--- config.mk ---
export PLATFORM = sky130hd
export DESIGN_NAME = lsu_ctrl
export DESIGN_NICKNAME = d
export VERILOG_FILES = /design/src/rtl/lsu_ctrl.sv
export SDC_FILE = /design/constraint.sdc
export NUM_CORES = 1
export LEC_CHECK = 0
export CORE_UTILIZATION = 30
export CTS_BUF_LIST = sky130_fd_sc_hd__clkbuf_16
export DETAILED_ROUTE_END_ITERATION = 8
export DONT_BUFFER_PORTS = 1
export PLACE_DENSITY_LB_ADDON = 0.05
export SETUP_SLACK_MARGIN = 0.02
export SYNTH_ARGS = -nofsm -noshare
export SYNTH_HDL_FRONTEND = slang
export SYNTH_SLANG_ARGS = --single-unit
--- constraint.sdc ---
create_clock -name clk -period 3.1 [get_ports clk]
set_input_delay 0.31 -clock clk [delete_from_list [all_inputs] [get_ports clk]]
set_output_delay 0.31 -clock clk [all_outputs]
set_load 0.005 [all_outputs]
--- src/rtl/lsu_ctrl.sv ---
// lsu_ctrl: load/store unit between the single-cycle datapath and the
// data-memory bus. Takes one memory instruction at a time, runs a
// handshaked bus access, and holds the PC while the access is in flight.
//
// Ports:
//   clk, rstn            clock (rising edge), async active-low reset
//   mem_rd, mem_wr       load / store request (both high -> store)
//   digit[2:0]           [1:0] size (00 word, 01 half, 10 byte, 11 word),
//                        [2] 1 = zero-extend load, 0 = sign-extend
//   addr, wdata          effective address, store data (rs2)
//   stall                hold PC and register-file write
//   misalign             misaligned access, no bus cycle issued
//   ld_data              extended load result, held until next load
//   bus_req/we/addr/be/wdata   registered bus request fields
//   bus_ready, bus_rdata slave handshake and read data
//   bus_err              timeout abort pulse (only with LSU_TIMEOUT_EN)
//
// Optional feature: define LSU_TIMEOUT_EN to abort a BUS access after
// TIMEOUT_CYCLES cycles without bus_ready.
module lsu_ctrl #(
  parameter int unsigned TIMEOUT_CYCLES = 255
) (
  input  logic        clk,
  input  logic        rstn,
  input  logic        mem_rd,
  input  logic        mem_wr,
  input  logic [2:0]  digit,
  input  logic [31:0] addr,
  input  logic [31:0] wdata,
  output logic        stall,
  output logic        misalign,
  output logic [31:0] ld_data,
  output logic        bus_req,
  output logic        bus_we,
  output logic [31:0] bus_addr,
  output logic [3:0]  bus_be,
  output logic [31:0] bus_wdata,
  input  logic        bus_ready,
  input  logic [31:0] bus_rdata
`ifdef LSU_TIMEOUT_EN
  ,
  output logic        bus_err
`endif
);

  if (TIMEOUT_CYCLES < 1 || TIMEOUT_CYCLES > 255) begin : g_param_chk
    $error("lsu_ctrl: TIMEOUT_CYCLES must be in 1..255");
  end

  localparam logic [1:0] S_IDLE = 2'd0;
  localparam logic [1:0] S_BUS  = 2'd1;
  localparam logic [1:0] S_DONE = 2'd2;

  logic [1:0]  state_q, state_d;
  logic        req_q, we_q;
  logic [31:0] addr_q, wdata_q, ld_q;
  logic [3:0]  be_q;
  logic [1:0]  off_q;
  logic        zext_q, byte_q, half_q;

  // ---------------- request decode (IDLE side) ----------------
  logic        is_byte, is_half, is_word, any_req, mis_c, go;
  logic [3:0]  be_c;
  logic [31:0] wd_c;

  always_comb begin
    is_byte = (digit[1:0] == 2'b10);
    is_half = (digit[1:0] == 2'b01);
    is_word = ~is_byte & ~is_half;
    any_req = mem_rd | mem_wr;
    mis_c   = (is_word & (addr[1:0] != 2'b00)) | (is_half & addr[0]);
    go      = any_req & ~mis_c;

    be_c = 4'b1111;
    wd_c = wdata;
    if (is_byte) begin
      be_c = 4'b0001 << addr[1:0];
      wd_c = {4{wdata[7:0]}};
    end else if (is_half) begin
      be_c = addr[1] ? 4'b1100 : 4'b0011;
      wd_c = {2{wdata[15:0]}};
    end
  end

  assign misalign = (state_q == S_IDLE) & any_req & mis_c;
  assign stall    = ((state_q == S_IDLE) & go) | (state_q == S_BUS);

  // ---------------- load extraction (uses latched lane info) ----------------
  logic [7:0]  rd_byte;
  logic [15:0] rd_half;
  logic [31:0] ld_ext;

  always_comb begin
    case (off_q)
      2'd0:    rd_byte = bus_rdata[7:0];
      2'd1:    rd_byte = bus_rdata[15:8];
      2'd2:    rd_byte = bus_rdata[23:16];
      default: rd_byte = bus_rdata[31:24];
    endcase
    rd_half = off_q[1] ? bus_rdata[31:16] : bus_rdata[15:0];

    if (byte_q)
      ld_ext = {{24{~zext_q & rd_byte[7]}}, rd_byte};
    else if (half_q)
      ld_ext = {{16{~zext_q & rd_half[15]}}, rd_half};
    else
      ld_ext = bus_rdata;
  end

  // ---------------- timeout (optional) ----------------
  logic abort;
`ifdef LSU_TIMEOUT_EN
  localparam logic [7:0] TO_LAST = 8'(TIMEOUT_CYCLES - 1);
  logic [7:0] cnt_q, cnt_d;
  logic       err_q;

  // The counter value seen in a BUS cycle is the number of earlier BUS
  // cycles without bus_ready; hitting TO_LAST here means this cycle makes
  // it reach TIMEOUT_CYCLES. A simultaneous bus_ready takes priority.
  assign abort = (state_q == S_BUS) & ~bus_ready & (cnt_q == TO_LAST);

  always_comb begin
    cnt_d = cnt_q;
    if (state_q != S_BUS)
      cnt_d = 8'd0;
    else if (~bus_ready)
      cnt_d = cnt_q + 8'd1;
  end

  always_ff @(posedge clk or negedge rstn) begin
    if (!rstn) begin
      cnt_q <= 8'd0;
      err_q <= 1'b0;
    end else begin
      cnt_q <= cnt_d;
      err_q <= abort;
    end
  end

  assign bus_err = err_q;
`else
  assign abort = 1'b0;
`endif

  // ---------------- FSM ----------------
  always_comb begin
    state_d = state_q;
    case (state_q)
      S_IDLE:  if (go) state_d = S_BUS;
      S_BUS:   if (bus_ready | abort) state_d = S_DONE;
      default: state_d = S_IDLE;
    endcase
  end

  always_ff @(posedge clk or negedge rstn) begin
    if (!rstn) begin
      state_q <= S_IDLE;
      req_q   <= 1'b0;
      we_q    <= 1'b0;
      addr_q  <= 32'd0;
      be_q    <= 4'd0;
      wdata_q <= 32'd0;
      off_q   <= 2'd0;
      zext_q  <= 1'b0;
      byte_q  <= 1'b0;
      half_q  <= 1'b0;
      ld_q    <= 32'd0;
    end else begin
      state_q <= state_d;
      // bus_req is high exactly while the next state is BUS
      req_q   <= (state_d == S_BUS);
      if (state_q == S_IDLE && go) begin
        we_q    <= mem_wr;
        addr_q  <= {addr[31:2], 2'b00};
        be_q    <= be_c;
        wdata_q <= wd_c;
        off_q   <= addr[1:0];
        zext_q  <= digit[2];
        byte_q  <= is_byte;
        half_q  <= is_half;
      end
      if (state_q == S_BUS && !we_q) begin
        if (bus_ready)
          ld_q <= ld_ext;
        else if (abort)
          ld_q <= 32'd0;
      end
    end
  end

  assign bus_req   = req_q;
  assign bus_we    = we_q;
  assign bus_addr  = addr_q;
  assign bus_be    = be_q;
  assign bus_wdata = wdata_q;
  assign ld_data   = ld_q;

endmodule

==> results.txt <==
clock network fraction of design power: 23.8%
Hold Vio Cnt, Final: 0
status: completed
Req. time, crit path: 3290 ps
first-pass GRT wire length: 21400 um
commonest non-fill, non-tap cell in the layout: dfrtp_1
CP max-delay cell: dfrtp_1
residual DRC count: 0
die area: 0.0176 mm^2
io pins: 208
Layout area overhead: 10.8%
clock skew: 7.45 ps
Flop pwr share: 49.7%
Slew @ Worst Pin: 879 ps
Tmin final: 2190 ps
CTS max path bufs: 2
commonest cells after routing, fill and taps aside: dfrtp_1 (107), mux2_2 (85), a31oi_1 (32), nor2_1 (29), a21oi_1 (21)
Sw Share: 33.4%
Tot GR Track Use: 16.0%
share of cells above drive strength 1: 30.4%
Final nets: 509
Mapped Cells: 415
worst vdd ir: 0.347 mV
critical path class: flop to flop
CTS sink count: 107
prevailing post-synth register cell: dfrtp_1
Cell Int Power: 3.70 mW
initial antenna violation count: 0
cell area power density: 977 mW/mm^2
Yosys warnings: 0
ant diodes: 0
total number of vias: 3287
Gate power share: 26.6%
multi-input logic area: 0.00222 mm^2
die extent in x: 133 um
Max Freq: 456 MHz
H-tree lvl count: 3
Post-synth ARST share: 100%
max_cap viols: 0
wire per inst: 21.8 um
max incr delay on CP: 700 ps
syn avg cell area: 12.3 um^2
Initial Utilization: 30.8%
crit path buf inv count: 0
Fillers: 1673
setup ws final: 909 ps
Setup Slack @ Placement: 776 ps
vias per cell: 5.23
Tcrit/Tclk final: 70.7%
die height: 133 um
final number of setup-violating endpoints: 0
top area cells in the synthesized netlist: dfrtp_1 (52%), mux2_2 (19%), a31oi_1 (3.9%)
Cell Chain, Critical Path: mux2_2 -> a32oi_2 -> a31oi_1
EDFF count, synth: 0
synthesized flop and latch total: 107
WL final: 13700 um
Max FO, Critical Path: 16
Worst EP arrival: 2380 ps
Worst-Skew Late Latency: 350 ps
iteration-0 DRC count of the detailed router: 139
worst rel slew slack: 41.4%
r2r setup slk: 910 ps
drt pass-1 iters: 5
final core utilization: 34.1%
Core Box Area: 0.0166 mm^2
Unique masters post-synth: 32
clock root buffer: clkbuf_16
storage element area: 0.00268 mm^2
sequential fraction of the synthesis area: 52.3%
NetSw: 1.85 mW
Final Power: 5.55 mW
clk slew on worst S/H paths: 70 ps
Setup Buffers After CTS: 0
vias in the first global route: 3510
Antenna Violating Nets Remaining: 0
Pleak: 2.43 nW
# port buffers: 0
Crit. End Element: flop
CTS tree: done
Hold Path Class: input port to flop
CTS buffer count: 9
grt total ovfl: 0
FP Rows: 47
RePlAce Congestion: 0.698
largest net degree at the start of global routing: 108
Sum Neg Setup Slack: 0 ps
half-perimeter wire length after placement: 9560 um
Netlist Area Pre-Place: 0.00512 mm^2
Max Slew Vio Count: 0
Top Family by Delay on Critical Path: compound AO/OA/AOI/OAI gates
RSZ-0062 raised after global routing: false
Startpoint Class: flop
Synth top area share: 52.3%
Synth area leader: dfrtp_1
-- worst register-to-register path: cells and delay by family (launching register included) --
kind / cells / cell delay (ps)
AOI/OAI and AO/OA: 2 / 900
DFF: 1 / 700
muxes: 1 / 430
-- stage by stage --
step	std cells	instance area, um^2	hold slack [ps]
final	628	5680	60.5
after CTS	628	5680	47.5
after global placement	610	5300	17.1
after detailed placement	610	5300	17.6
after global routing	628	5680	44.2
after floorplan	416	5120	14.4
-- routing by layer --
layer,up-vias,routed length [um],global-route usage [%]
li1,1484,-,-
met1,1656,5430,19.0
met2,133,6690,26.0
met3,14,1340,7.28
met4,0,208,4.79
met5,-,0,0
-- state kept, by name (all words and copies together) (netlist names) --
register / count
bus_wdata: 32
half_q: 1
bus_be: 4
bus_we: 1
bus_req: 1
bus_addr: 30
ld_data: 32
off_q: 2
byte_q: 1
state_q: 2
zext_q: 1
-- path summary, 6_finish.rpt --
| check | from | end | cells past startpoint |
|---|---|---|---|
| worst max-delay path | off_q[0] | ld_data[19] | 3 |
| worst min-delay path | bus_ready | state_q[1] | 2 |
| worst max register to register | off_q[0] | ld_data[19] | 3 |
| worst min register to register | bus_addr[22] | bus_addr[22] | 1 |
| max in group asynchronous | rstn | bus_addr[23] | 2 |
| min in group asynchronous | rstn | bus_addr[29] | 2 |
-- power groups by stage --
stage | registers (mW) | clock network (mW) | logic, mW
after global routing | 2.87 | 1.43 | 1.64
final | 2.76 | 1.32 | 1.47
after floorplan | 2.51 | 0 | 1.33
after CTS | 2.79 | 1.37 | 1.50
after detailed placement | 2.81 | 0 | 1.46
after global placement | 2.81 | 0 | 1.42
-- cells in the mapped netlist, drive strengths merged, types with 2 or more instances --
library cell / count
dfrtp: 107
mux2: 87
a31oi: 32
nor2: 30
buf: 23
a21oi: 21
o21ai: 20
inv: 17
nand2: 13
mux2i: 12
clkbuf: 9
a221o: 8
and3: 8
and4b: 8
mux4: 8
ha: 2
nand2b: 2
-- timing repair --
item / in CTS / in global routing
endpoints found under the hold margin: 107 / 0
hold buffers: 2 / 0
gates resized for setup: 0 / 0
setup endpoints to repair: 0 / 0
-- logic make-up (layout without fill, tap and decap cells) --
logic type | after synthesis | count (layout) | share of synthesized area [%]
multiplexers | 107 | 107 | 25.2
flip-flops | 107 | 107 | 52.3
AO/OA/AOI/OAI | 84 | 84 | 10.2
AND/OR/NAND/NOR | 65 | 65 | 7.01
buffers and inverters | 49 | 41 | 4.72
adder cells (fa/ha/maj) | 2 | 2 | 0.489
other | 1 | 2 | 0.0732
-- cell type report --
class                   count  area share [%]
flip-flops and latches    107            47.2
multi-input cells         260            39.2
well taps                 220            4.85
clock buffers               9            3.97
clock inverters             7            2.05
repair buffers              8            1.68
inverters                  17            1.12
(Power assumes the default switching activity.)
